### src/rtl/p0_input_conditioner.sv
// P0 pin conditioner: per-bit 2-FF synchroniser, optional debounce filter and
// registered rise/fall event flags feeding the 8051 core and interrupt logic.
module p0_input_conditioner #(
    parameter int WIDTH           = 8,
    parameter int DEBOUNCE_CYCLES = 16,
    parameter int CNT_W           = (DEBOUNCE_CYCLES > 1) ? $clog2(DEBOUNCE_CYCLES) : 1
) (
    input  logic             clock,
    input  logic             reset,
    input  logic [WIDTH-1:0] pins_in,
    input  logic [WIDTH-1:0] bypass_mask,
    output logic [WIDTH-1:0] P0,
    output logic [WIDTH-1:0] fall_pulse,
    output logic [WIDTH-1:0] rise_pulse,
    output logic             any_fall
);

    localparam logic [CNT_W-1:0] CNT_LAST = CNT_W'(DEBOUNCE_CYCLES - 1);

    logic [WIDTH-1:0]            r_sync1;
    logic [WIDTH-1:0]            r_sync2;
    logic [WIDTH-1:0][CNT_W-1:0] r_cnt;

    logic [WIDTH-1:0][CNT_W-1:0] w_cnt_next;
    logic [WIDTH-1:0]            w_p0_next;
    logic [WIDTH-1:0]            w_fall_next;
    logic [WIDTH-1:0]            w_rise_next;

    // Synchronisers idle high so a released reset looks like the pull-up level.
    always_ff @(posedge clock or posedge reset) begin
        if (reset) begin
            r_sync1 <= '1;
            r_sync2 <= '1;
        end else begin
            r_sync1 <= pins_in;
            r_sync2 <= r_sync1;
        end
    end

    // A differing level must persist for the full count; any reversal clears it.
    always_comb begin
        w_cnt_next = '0;
        w_p0_next  = P0;
        for (int i = 0; i < WIDTH; i++) begin
            if (bypass_mask[i]) begin
                w_p0_next[i] = r_sync2[i];
            end else if (r_sync2[i] != P0[i]) begin
                if (r_cnt[i] == CNT_LAST) begin
                    w_p0_next[i] = r_sync2[i];
                end else begin
                    w_cnt_next[i] = r_cnt[i] + CNT_W'(1);
                end
            end
        end
    end

    assign w_fall_next = P0 & ~w_p0_next;
    assign w_rise_next = ~P0 & w_p0_next;

    always_ff @(posedge clock or posedge reset) begin
        if (reset) begin
            P0         <= '1;
            r_cnt      <= '0;
            fall_pulse <= '0;
            rise_pulse <= '0;
            any_fall   <= 1'b0;
        end else begin
            P0         <= w_p0_next;
            r_cnt      <= w_cnt_next;
            fall_pulse <= w_fall_next;
            rise_pulse <= w_rise_next;
            any_fall   <= |w_fall_next;
        end
    end

endmodule

### config.mk
export PLATFORM = sky130hd
export DESIGN_NAME = p0_input_conditioner
export DESIGN_NICKNAME = d
export VERILOG_FILES = /design/src/rtl/p0_input_conditioner.sv
export SDC_FILE = /design/constraint.sdc
export NUM_CORES = 1
export LEC_CHECK = 0
export CAP_MARGIN = 20
export CORE_MARGIN = 1.5
export CORE_UTILIZATION = 40
export DETAILED_ROUTE_END_ITERATION = 7
export PLACE_DENSITY = 0.6
export SETUP_SLACK_MARGIN = 0.2
export SLEW_MARGIN = 20
export SYNTH_ARGS = -nofsm -noshare
export SYNTH_HDL_FRONTEND = slang
export SYNTH_SLANG_ARGS = --single-unit
### constraint.sdc
create_clock -name clock -period 2.35 [get_ports clock]
set_input_delay 0.235 -clock clock [delete_from_list [all_inputs] [get_ports clock]]
set_output_delay 0.235 -clock clock [all_outputs]
set_load 0.01 [all_outputs]
=== Word level (Yosys, flattened, before mapping) ===
Index checks and enable logic that the tools add are counted.

* Add/subtract/negate cells: 8
* Eq/ne operators: 16
* Mux-type cells: 48
* Bitwise gates (word level): 4
* Reductions and logical operators: 1

{| class="wikitable"
|+ Operators by type and width
! operator !! number
|-
| $mux W4 || 24
|-
| $add A4 B1 Y4 const B || 8
|-
| $eq A4 B4 Y1 const B || 8
|-
| $mux W1 || 24
|-
| $and A8 B8 Y8 || 2
|-
| $not A8 Y8 || 2
|-
| $ne A1 B1 Y1 || 8
|-
| $reduce_or A8 Y1 || 1
|}

* Register bits: 73
* Bits of input ports: 18
* Output and inout bits: 25
* Logic and storage cells: 91

=== Logic depth before layout (Yosys ltp) ===
Gate-level depths: netlist of the first run.

* Depth in word-level cells: 7
* Depth in mapped cells: 4
* Depth with buffers taken out: 4

=== Worst setup path before layout of the first run ===
Ideal clock, no wire load.

* Path type: register -> register
* From: register r_cnt[4] (netlist bit)
* To: register any_fall
* Library setup time: 0.138 ns
* Arrival: 1.438 ns
* Required time: 2.212 ns
* Slack: 0.774 ns
* Cell stages (with the launch flop): 5
* Path buffers: 0
* Clock period less this slack: 1.576 ns
* Path through: dfrtp_1 > ha_1 > a31oi_4 > o32ai_1 > or4_1

* Longest elaborated chain between the ends: 7

{| class="wikitable"
|+ RTL lines
! element !! line !! source
|-
| start, declared || 22 || <nowiki>logic [WIDTH-1:0][CNT_W-1:0] r_cnt;</nowiki>
|-
| start signal, assigned || 69 || <nowiki>r_cnt <= w_cnt_next;</nowiki>
|-
| $eq A4 B4 Y1 || 48 || <nowiki>if (r_cnt[i] == CNT_LAST) begin</nowiki>
|-
| $mux W1 || 48 ||
|-
| $mux W1 || 47 || <nowiki>end else if (r_sync2[i] != P0[i]) begin</nowiki>
|-
| $mux W1 || 45 || <nowiki>if (bypass_mask[i]) begin</nowiki>
|-
| $not A8 Y8 || 57 || <nowiki>assign w_fall_next = P0 & ~w_p0_next;</nowiki>
|-
| $and A8 B8 Y8 || 57 ||
|-
| $reduce_or A8 Y1 || 72 || <nowiki>any_fall <= |w_fall_next;</nowiki>
|-
| end signal, assigned || 72 ||
|-
| end, declared || 15 || <nowiki>output logic any_fall</nowiki>
|}

No other way between the ends.

=== Final worst setup path of the first run ===
* From: register r_cnt[8] (netlist bit)
* To: register any_fall

Same word-level chain as after synthesis.

==> flow_summary.yaml, run 1 <==
clock_tree:
  clk_latency_ns: 0.33
  clk_path_buf_depth: 2
  tritoncts: "yes"
  clock-sinks: 73
  h-tree-depth: 3
  cts_buffers: 9
  ctsResizeCount: 0
  post_cts_buffers: 0
  ctsHoldBuffers: 0
  cts_root_buffer: "clkbuf_8"
  clk_pin_slew_worst_paths_ns: 0.07
logic_synthesis:
  synth.net_count: 225
  synth_top_area_cell: "dfrtp_1"
  yosysSeqAreaShare_pct: 66.19
  synthArstFlopShare_pct: 100.0
  synthTopCellsByArea: "dfrtp_1 44%, dfstp_2 22%, xnor2_1 5.0%, nor3b_1 4.0%, ha_1 3.6%"
  postSynthAreaPerCell_um2: 14.10
  synth_ff_type: "dfrtp_1"
  ys_seq_elements: 73
  synth_edf_count: 0
  syn_area_mm2: 0.002805
  synth_top_area_share_pct: 43.71
  netlist-cell-type-count: 19
  synthCells: 199
  ys.warnings.count: 0
sta:
  slew_headroom_pct: 70.81
  post-route-min-period_ns: 1.695
  whs_ns: 0.1656
  rsz0062_at_grt: "false"
  slew_violations: 0
  fin_crit_sh_pct: 72.13
  finClkSkew_ns: 0.004956
  fmax_mhz: 589.9
  fin_ws_ns: 0.6548
  setup-tns-final_ns: 0
  hold_viol: 0
  setup_violations: 0
  worstMarginPinSlew_ns: 0.4359
floorplanning:
  core-area_mm2: 0.006794
  initial_core_util_pct: 41.29
  ios: 43
  dieArea_mm2: 0.007525
  rows: 30
  fp.dieW_um: 86.75
  die_height_um: 86.75
final_layout:
  mostFrequentLayoutCell: "dfrtp_1"
  layout_common_cells: "49 x dfrtp_1, 42 x clkdlybuf4s50_1, 24 x dfstp_2"
  drive_gt1_share_pct: 20.08
  fin_nets: 280
  num_antenna_cells: 0
  synthToLayoutAreaGrowth_pct: 26.32
  layout.cells.non_filler: 355
drt:
  postRouteAntennaNets: 0
  vias: 1605
  drt_iter0_drc: 32
  firstDrtPassIters: 4
  drt-total-wl_mm: 4.269
  drc: 0
  wl_per_cell_um: 12.03
  vias_per_cell: 4.521
global_route:
  antenna_found_initial: 0
  grt.overflow.total: 0
  use_met1_pct: 16.44
  grt_pass1_wl_mm: 7.576
  grt_pass1_vias: 1684
  met3_usage_pct: 6.571
  grtUsageTotal_pct: 13.58
  top_usage_layer: "met2"
  grt_max_degree: 39
  met2_usage_pct: 20.95
min_path:
  hp-class: "in -> async"
placement:
  hpwlAfterDp_mm: 3.079
  dp.cells: 339
  pre_cts_slack_ns: 0.5695
  gp_congestion: 0.7638
  port_buffers: 42
worst_setup_path:
  worst_setup_path_start_kind: "flip-flop"
  critPathMaxFanout: 4
  crit_path_max_incr_delay_ns: 0.51
  crit_arrival_ns: 1.89
  crit_chain: "ha_1 > a31oi_2 > o32ai_1 > or4_1"
  end_kind: "flip-flop"
  r2r-end: "any_fall"
  cp_slowest_cell: "or4_1"
  reg2reg_depth: 4
  required_ns: 2.55
  reg2reg_slack_ns: 0.65
  reg2reg_from: "r_cnt[8]"
  critical_path_class: "reg -> reg"
run:
  drv_cap: 0
run_status:
  run_status: "completed"
power_and_ir_drop:
  vdd_drop_max_uv: 384.1
  power_leakage_nw: 1.487
  total_power_mw: 2.518
  cellPowerDensity_mw_per_mm2: 710.5
-- final cells by class --
| cell class | count | area, um^2 |
|---|---|---|
| tap | 96 | 120.1 |
| multi-input combinational | 121 | 929.6 |
| clock buffer | 16 | 170.2 |
| timing repair buffer | 44 | 447.9 |
| fill | 604 | 3251 |
| sequential | 73 | 1857 |
| inverter | 5 | 18.77 |
-- sequential cells by signal, indices dropped and copies added, names as in the netlist --
| signal | flops |
|---|---|
| P0 | 8 |
| r_sync2 | 8 |
| rise_pulse | 8 |
| fall_pulse | 8 |
| r_cnt | 32 |
| any_fall | 1 |
| r_sync1 | 8 |
-- worst max-delay path: cells and delay by family, from the launching register on --
kind	cells	cell delay, ns
AOI/OAI and AO/OA	2	0.40
DFF	1	0.40
and+or+nand+nor	1	0.51
adders and majority gates	1	0.25
-- Yosys cell counts (2+ instances only) --
library cell	count
o32ai_1	4
ha_1	8
or2b_1	3
dfrtp_1	49
nand3_1	8
mux2_2	8
inv_1	5
xnor2_1	16
dfstp_2	24
nand2b_1	9
nor2_1	20
a31oi_2	3
a31oi_1	2
nor3_1	12
nor3b_1	15
xor2_1	8
a31oi_4	3
-- logic make-up after synthesis --
logic type	Yosys count	synth area share (%)
DFF	73	66.19
buffers and inverters	5	0.6691
muxes	8	3.212
adders and majority gates	8	3.568
AOI/OAI and AO/OA	12	5.308
and+or+nand+nor	69	13.56
xor gates and xnor gates	24	7.493
-- metrics by stage --
| stage | instance area [um^2] | util [%] |
|---|---|---|
| final | 3543 | 52.15 |
| after global placement | 3373 | 49.65 |
| after floorplan | 2805 | - |
| after global routing | 3543 | 52.15 |
| after detailed placement | 3373 | 49.65 |
| after CTS | 3543 | 52.15 |
-- layer usage --
layer	wire length [um]	vias up
met1	2002	762
met3	231	4
li1	-	799
met4	65	0
met2	1970	40
met5	0	-
-- power breakdown --
group / leakage, nW / switching [mW] / total [mW] / internal, mW
Sequential: 0.916 / 0.0542 / 1.40 / 1.35
Combinational: 0.486 / 0.124 / 0.279 / 0.155
Clock: 0.0850 / 0.391 / 0.835 / 0.444
-- worst max-delay path by stage --
stage | startpoint | endpoint | cells after the start
final | r_cnt[8] | any_fall | 4
after global routing | r_cnt[28] | any_fall | 4
after CTS | P0[5] | P0[5] | 1
after detailed placement | bypass_mask[7] | any_fall | 4
after global placement | bypass_mask[4] | any_fall | 4
after floorplan | reset | any_fall | 1
No activity file was read; power rests on OpenSTA's default activity.
==> run 2, diff against run 1 <==
==> constraint.sdc (replaced) <==
create_clock -name clock -period 1.7 [get_ports clock]
set_input_delay 0.17 -clock clock [delete_from_list [all_inputs] [get_ports clock]]
set_output_delay 0.17 -clock clock [all_outputs]
set_load 0.01 [all_outputs]
==> flow_summary.yaml, run 2 (synthesis results as in run 1) <==
clock_tree:
  clk_path_buf_depth: 2
  h-tree-depth: 3
  clk_pin_slew_worst_paths_ns: 0.08
  clk_latency_ns: 0.34
  cts_buffers: 9
  ctsHoldBuffers: 0
  cts_root_buffer: "clkbuf_8"
  tritoncts: "yes"
  clock-sinks: 73
floorplanning:
  core-area_mm2: 0.006794
  ios: 43
  initial_core_util_pct: 41.29
  die_height_um: 86.75
  dieArea_mm2: 0.007525
  fp.dieW_um: 86.75
  rows: 30
power_and_ir_drop:
  p_sw_share_pct: 20.48
  p_comb_share_pct: 9.9
  p_sw_uw: 879.8
  p_clk_share_pct: 44.9
  power_frac_seq_pct: 45.2
  vdd_drop_max_uv: 588.4
  power_leakage_nw: 1.610
  p_int_mw: 3.416
  cellPowerDensity_mw_per_mm2: 1119
sta:
  setup_violations: 0
  fmax_mhz: 652.0
  setup-tns-final_ns: 0
  fin_crit_sh_pct: 90.22
  slew_headroom_pct: 75.35
  finClkSkew_ns: 0.007685
  post-route-min-period_ns: 1.534
  rsz0062_at_grt: "true"
  slew_violations: 0
  whs_ns: 0.2301
  hold_viol: 0
  worstMarginPinSlew_ns: 0.3697
final_layout:
  synthToLayoutAreaGrowth_pct: 36.84
  top_register: "r_cnt"
  layout_common_cells: "49 x dfrtp_1, 34 x clkdlybuf4s50_1, 24 x dfstp_2"
  mostFrequentLayoutCell: "dfrtp_1"
  fin_area_mm2: 0.003839
  drive_gt1_share_pct: 28.68
  fin_nets: 293
  largest_reg_flops: 32
  fillers: 566
  num_antenna_cells: 0
drt:
  wl_per_cell_um: 12.91
  vias_per_cell: 4.576
  vias: 1684
  drt_iter0_drc: 57
  drc: 0
  postRouteAntennaNets: 0
  firstDrtPassIters: 4
  drt-total-wl_mm: 4.752
worst_setup_path:
  critPathMaxFanout: 2
  crit_buf_inv: 0
  crit_arrival_ns: 1.74
  reg2reg_depth: 4
  end_kind: "flip-flop"
  crit_chain: "ha_2 > a31oi_4 > o32ai_2 > or4_1"
  r2r-end: "any_fall"
  crit_path_max_incr_delay_ns: 0.49
  worst_setup_path_start_kind: "flip-flop"
  reg2reg_from: "r_cnt[20]"
  reg2reg_slack_ns: 0.17
  required_ns: 1.91
  path_delay_family: "simple AND/OR/NAND/NOR gates"
  critical_path_class: "reg -> reg"
  cp_slowest_cell: "or4_1"
run:
  drv_cap: 0
min_path:
  min_from: "pins_in[5]"
  hp-class: "in -> reg"
  whs_endpoint: "r_sync1[5]"
  hold_depth: 1
placement:
  placed_cell_area_mm2: 0.003441
  gp_congestion: 0.7590
  hpwlAfterDp_mm: 3.113
  port_buffers: 42
global_route:
  grt_max_degree: 74
  grt_pass1_wl_mm: 7.665
  grt.overflow.total: 0
  antenna_found_initial: 0
  grtUsageTotal_pct: 13.60
  grt_pass1_vias: 1660
run_status:
  run_status: "completed"
## run 2: area by class of cell
class                      instances  area [um^2]  area share (%)
inverter                           5        22.52          0.5867
clock inverter                     5        150.1           3.911
multi-input combinational        121         1012           26.37
sequential                        73         1857           48.37
clock buffer                      11        141.4           3.683
tap                               96        120.1           3.129
timing repair buffer              57        535.5           13.95
## run 2: worst reg2reg max path, stage by stage, from the launching register on
cell     delay [ns]
dfrtp_1        0.39
ha_2           0.21
a31oi_4        0.20
o32ai_2        0.10
or4_1          0.49
## run 2: metrics by stage
stage | total power, mW | utilization (%) | setup slack (ns) | instances
floorplan | 2.167 | - | 0.2027 | 199
global placement | 2.374 | 50.64 | 0.09396 | 345
detailed placement | 2.380 | 50.64 | 0.09159 | 345
CTS | 4.331 | 55.05 | 0.1398 | 362
global route | 4.506 | 56.50 | 0.09384 | 368
finish | 4.296 | 56.50 | 0.1663 | 368
## run 2: repair_timing
action,4_1_cts,5_1_grt
endpoints found under the setup margin,9,4
hold endpoints to repair,0,0
resized for setup,9,8
pin swaps,1,6
setup buffers,1,6
## run 2: how the worst max path moves through the flow
stage	end	startpoint	slack [ns]	cells after the start
floorplan	any_fall	r_cnt[20]	0.20	4
global route	any_fall	r_cnt[20]	0.09	4
detailed placement	any_fall	bypass_mask[2]	0.09	4
finish	any_fall	r_cnt[20]	0.17	4
global placement	any_fall	bypass_mask[1]	0.09	4
CTS	any_fall	r_cnt[8]	0.14	4
## run 2: power groups by stage
| stage | clock [mW] | sequential, mW | combinational (mW) |
|---|---|---|---|
| after floorplan | 0 | 1.98 | 0.189 |
| after global placement | 0 | 1.97 | 0.405 |
| after detailed placement | 0 | 1.97 | 0.410 |
| after CTS | 1.98 | 1.94 | 0.405 |
| after global routing | 2.08 | 1.95 | 0.474 |
| final | 1.93 | 1.94 | 0.426 |
## run 2: per-layer routing
metal | up-vias | routed length, um | GRT usage (%)
met5 | - | 0 | 0
met4 | 0 | 65 | 6.012
met3 | 6 | 245 | 6.190
met2 | 37 | 2210 | 19.89
met1 | 824 | 2230 | 17.36
li1 | 817 | - | -
